### src/rtl/pwm_multichannel.sv
// Multi-channel PWM generator: one shared period counter, per-channel duty, edge/centre
// alignment, and shadowed parameters that take effect only at period boundaries.
module pwm_multichannel #(
  parameter int WIDTH    = 16,
  parameter int CHANNELS = 4
) (
  input  logic                      clk,
  input  logic                      reset,
  input  logic                      update_parameters,
  input  logic [WIDTH-1:0]          pwm_period,
  input  logic [CHANNELS*WIDTH-1:0] pwm_duty_cycle,
  input  logic                      center_aligned,
  input  logic [CHANNELS-1:0]       channel_enable,
  output logic [CHANNELS-1:0]       pwm,
  output logic                      period_start,
  output logic                      update_pending
);

  localparam logic [WIDTH-1:0] DEFAULT_PERIOD = WIDTH'(256);
  localparam logic [WIDTH-1:0] ONE            = WIDTH'(1);

  logic [WIDTH-1:0] r_act_period, r_sh_period;
  logic             r_act_center, r_sh_center;
  logic [WIDTH-1:0] r_act_duty [CHANNELS];
  logic [WIDTH-1:0] r_sh_duty  [CHANNELS];
  logic             r_pending;
  logic [WIDTH-1:0] r_cnt;
  logic             r_down;
  logic [CHANNELS-1:0] r_pwm;
  logic             r_period_start;

  logic [WIDTH-1:0] w_in_period, w_eff_period, w_cur_period;
  logic             w_eff_center, w_cur_center;
  logic [WIDTH-1:0] w_in_duty  [CHANNELS];
  logic [WIDTH-1:0] w_eff_duty [CHANNELS];
  logic [WIDTH-1:0] w_cur_duty [CHANNELS];
  logic             w_start;
  logic [WIDTH-1:0] w_cnt_next;
  logic             w_down_next;
  logic [CHANNELS-1:0] w_pwm_next;

  // r_cnt holds the phase about to be shown on the outputs, so a boundary is detected
  // one cycle early and the new parameters already govern the k=0 output.
  assign w_start      = (r_cnt == '0) && !r_down;
  assign w_in_period  = (pwm_period == '0) ? ONE : pwm_period;
  // Shadow equals active whenever nothing is pending, so it is always the value to apply.
  assign w_eff_period = update_parameters ? w_in_period : r_sh_period;
  assign w_eff_center = update_parameters ? center_aligned : r_sh_center;
  assign w_cur_period = w_start ? w_eff_period : r_act_period;
  assign w_cur_center = w_start ? w_eff_center : r_act_center;

  for (genvar gi = 0; gi < CHANNELS; gi++) begin : g_chan
    logic [WIDTH-1:0] w_duty_raw;
    assign w_duty_raw     = pwm_duty_cycle[gi*WIDTH +: WIDTH];
    assign w_in_duty[gi]  = (w_duty_raw > pwm_period) ? pwm_period : w_duty_raw;
    assign w_eff_duty[gi] = update_parameters ? w_in_duty[gi] : r_sh_duty[gi];
    assign w_cur_duty[gi] = w_start ? w_eff_duty[gi] : r_act_duty[gi];
    assign w_pwm_next[gi] = channel_enable[gi] &&
                            (w_cur_center ? (r_cnt >= (w_cur_period - w_cur_duty[gi]))
                                          : (r_cnt < w_cur_duty[gi]));

    always_ff @(posedge clk) begin
      if (reset) begin
        r_act_duty[gi] <= '0;
        r_sh_duty[gi]  <= '0;
      end else begin
        if (update_parameters) r_sh_duty[gi] <= w_in_duty[gi];
        if (w_start)           r_act_duty[gi] <= w_eff_duty[gi];
      end
    end
  end

  // Centre mode walks up to P-1, holds it once more on the way down, then back to 0.
  always_comb begin
    w_cnt_next  = r_cnt;
    w_down_next = r_down;
    if (!w_cur_center) begin
      w_down_next = 1'b0;
      w_cnt_next  = (r_cnt == w_cur_period - ONE) ? '0 : r_cnt + ONE;
    end else if (!r_down) begin
      if (r_cnt == w_cur_period - ONE) w_down_next = 1'b1;
      else                             w_cnt_next  = r_cnt + ONE;
    end else begin
      if (r_cnt == '0) w_down_next = 1'b0;
      else             w_cnt_next  = r_cnt - ONE;
    end
  end

  always_ff @(posedge clk) begin
    if (reset) begin
      r_act_period   <= DEFAULT_PERIOD;
      r_sh_period    <= DEFAULT_PERIOD;
      r_act_center   <= 1'b0;
      r_sh_center    <= 1'b0;
      r_pending      <= 1'b0;
      r_cnt          <= '0;
      r_down         <= 1'b0;
      r_pwm          <= '0;
      r_period_start <= 1'b0;
    end else begin
      r_cnt          <= w_cnt_next;
      r_down         <= w_down_next;
      r_pwm          <= w_pwm_next;
      r_period_start <= w_start;
      if (update_parameters) begin
        r_sh_period <= w_in_period;
        r_sh_center <= center_aligned;
      end
      if (w_start) begin
        r_act_period <= w_eff_period;
        r_act_center <= w_eff_center;
        r_pending    <= 1'b0;
      end else if (update_parameters) begin
        r_pending    <= 1'b1;
      end
    end
  end

  assign pwm            = r_pwm;
  assign period_start   = r_period_start;
  assign update_pending = r_pending;

endmodule

### config.mk
export PLATFORM = sky130hd
export DESIGN_NAME = pwm_multichannel
export DESIGN_NICKNAME = d
export VERILOG_FILES = /design/src/rtl/pwm_multichannel.sv
export SDC_FILE = /design/constraint.sdc
export NUM_CORES = 1
export LEC_CHECK = 0
export ABC_CLOCK_PERIOD_IN_PS = 9900
export BUFFER_PORTS_ARGS = -buffer_cell sky130_fd_sc_hd__buf_2
export CORE_UTILIZATION = 55
export DETAILED_ROUTE_END_ITERATION = 12
export HOLD_SLACK_MARGIN = 0.02
export PLACE_DENSITY_LB_ADDON = 0.15
export SLEW_MARGIN = 15
export SYNTH_ARGS = -nofsm -noshare
export SYNTH_HDL_FRONTEND = slang
export SYNTH_SLANG_ARGS = --single-unit
### constraint.sdc
create_clock -name clk -period 9.9 [get_ports clk]
set_clock_uncertainty 0.15 [all_clocks]
set_input_delay 1.98 -clock clk [delete_from_list [all_inputs] [get_ports clk]]
set_output_delay 1.98 -clock clk [all_outputs]
set_load 0.005 [all_outputs]
==> impl_metrics.py <==
metrics = {
    "power": {
        "p_clk_share_pct": 22.0,
        "combPwrFrac_pct": 48.0,
        "p_sw_mw": 1.30,
        "sequentialPowerShare_pct": 30.1,
        "cellInternalPower_mw": 1.85,
        "total_power_mw": 3.15,
        "p_leak_nw": 8.45,
        "netSwitchingFraction_pct": 41.2,
        "p_per_area_mw_per_mm2": 171,
        "irDropWorstVdd_mv": 0.127,
    },
    "floorplan": {
        "ios": 94,
        "die_w_um": 177,
        "core_region_area_mm2": 0.0300,
        "die_area_mm2": 0.0315,
        "die_h_um": 177,
        "rows": 63,
        "initial_core_util_pct": 56.5,
    },
    "synthesis": {
        "synth_warnings": 0,
        "synthArstFlopShare_pct": 0,
        "synth_nets": 2300,
        "ys_types": 75,
        "ys_ff_latch": 185,
        "postSynthCellCount": 1957,
        "synthFlopType": "edfxtp_1",
        "syn_area_mm2": 0.0169,
        "postSynthAreaPerCell_um2": 8.65,
        "seq_area_frac_synth_pct": 29.5,
        "synth_edf_count": 128,
    },
    "place": {
        "routabilityCongestion": 0.992,
        "place_hpwl_um": 39300,
        "port_buffers": 93,
        "pre_cts_slack_ps": 1090,
    },
    "job": {
        "max-cap-violations": 0,
    },
    "critical_path": {
        "endpoint_kind": "register",
        "cpPeakStageDelay_ps": 530,
        "cpMostUsedCell": "a21oi_1",
        "arrival_ps": 8710,
        "reg2reg_depth": 27,
        "slowest_stage": "o21ai_1",
        "critPathMaxFanout": 16,
        "crit_type": "input port to register",
        "required_ps": 10090,
        "start_kind": "input port",
    },
    "global_routing": {
        "grt_max_degree": 106,
        "gr-usage-all-layers_pct": 34.7,
        "grt_first_pass_wirelength_um": 82300,
        "grt_pass1_vias": 14652,
        "grt_overflow": 0,
        "antenna_found_initial": 0,
    },
    "drt": {
        "vias": 15647,
        "antenna_left": 0,
        "wl_per_cell_um": 22.1,
        "drt_iter0_drc": 1584,
        "firstDrtPassIters": 6,
        "routed.top_layer": "met4",
        "route.met2.wl_um": 22900,
        "wl_met3_um": 4440,
        "routed_wl_um": 53600,
        "drcViolationCount": 0,
        "met1_length_um": 24400,
        "via_per_inst": 6.46,
    },
    "timing": {
        "tns_ps": 0,
        "hold_viol_final": 0,
        "tightest_slew_ps": 1060,
        "finalSetupViolations": 0,
        "fmax_ghz": 0.117,
        "fin_crit_sh_pct": 86.1,
        "slew_headroom_pct": 27.3,
        "drv_slew": 0,
        "fin_ws_ps": 1380,
        "timing.hold.ws_ps": 338,
        "rsz0062_at_grt": "no",
        "period_needed_ps": 8520,
    },
    "cells_and_area": {
        "fin_util_pct": 61.7,
        "num_antenna_cells": 0,
        "layout_commonest_cell": "nor2_1",
        "drive_above_1_share_pct": 10.5,
        "final_cell_mix": "nor2_1, ha_1, a21oi_1",
        "layout.nets": 2363,
        "syn_to_final_growth_pct": 9.15,
    },
    "worst_hold_path": {
        "whs_path_depth": 2,
        "min_path_type": "register to register",
    },
    "clock_network": {
        "clk_latency_ps": 460,
        "cts_setup_buffers": 0,
        "cts_tree": "done",
        "clkTransAtPathRegs_ps": 80,
        "cts_sinks": 185,
        "numCtsBuffers": 17,
        "cts_max_level": 4,
        "cts_resized": 0,
        "postCtsHoldBufs": 0,
        "clock_path_buffers": 2,
        "cts_root_buffer": "clkbuf_16",
    },
    "outcome": {
        "outcome": "completed",
    },
}
[synthesized netlist by cell type (all sizes together), types with 18 or more instances]
master	instances	area share, %
a211oi	129	5.8
a21o	85	3.8
a21oi	203	6.0
a31oi	19	0.70
clkbuf	79	1.8
dfxtp	57	6.7
edfxtp	128	23
ha	251	19
inv	74	1.6
mux2i	31	1.8
nand2	89	2.0
nand3	26	0.77
nand4	36	1.3
nor2	277	6.1
nor2b	23	0.85
nor3	49	1.4
nor4	20	0.87
o211ai	22	0.98
o21a	18	0.80
o21ai	66	2.0
xnor2	51	2.6
xor2	33	1.7
[path summary, 6_finish.rpt]
check / from / slack (ps) / end
max reg2reg: r_cnt[0] / 2040 / pwm[0]
min: update_pending / 340 / update_pending
max: pwm_period[15] / 1380 / pwm[3]
min reg2reg: update_pending / 340 / update_pending
[per-layer routing]
layer / global-route usage (%) / up-vias
li1: - / 7484
met1: 50.1 / 7334
met2: 52.1 / 722
met3: 4.86 / 107
met4: 13.0 / 0
met5: 0 / -
[metrics by stage]
stage	cells	instance area, um^2
2_1_floorplan	1957	16900
3_3_place_gp	2391	17900
3_5_place_dp	2391	17900
4_1_cts	2423	18500
5_1_grt	2423	18500
6_report	2423	18500
[area by class of cell]
cell class              instances  area, um^2
well taps                     390         488
multi-input cells            1601       11300
flip-flops and latches        185        4980
clock buffers                  18         439
clock inverters                14         136
repair buffers                140         825
inverters                      75         282
fillers                      2640       11500
[kinds of logic (layout without fill, tap and decap cells)]
family                   count (synthesis)  in the layout  synth area share [%]
AO/OA/AOI/OAI                          621            621                  24.1
AND/OR/NAND/NOR                        600            600                  16.7
adder cells (fa/ha/maj)                255            255                  19.0
flip-flops                             185            185                  29.5
buffers and inverters                  171            247                  3.88
XOR/XNOR                                84             84                  4.35
multiplexers                            41             41                  2.57
[worst max-delay path: cells and delay by family]
family	cells	cell delay, ps
adders and majority gates	3	1130
buffers and inverters	3	780
xor gates and xnor gates	1	240
AOI/OAI and AO/OA	18	3430
and+or+nand+nor	5	1170
[flip-flops by register name, summed over array words and instances, names as in the netlist, 4 cells and up]
| register | flops |
|---|---|
| r_sh_period | 16 |
| r_cnt | 16 |
| pwm | 4 |
| r_act_duty | 64 |
| r_sh_duty | 64 |
| r_act_period | 16 |
[power groups by stage]
stage | logic (mW) | clock network [mW] | registers [mW]
final | 1.51 | 0.693 | 0.947
after global routing | 1.67 | 0.721 | 0.955
after CTS | 1.49 | 0.696 | 0.946
after detailed placement | 1.47 | 0 | 0.964
after global placement | 1.43 | 0 | 0.961
after floorplan | 1.09 | 0 | 0.958
Note: power is estimated with default switching activity, not from simulation.
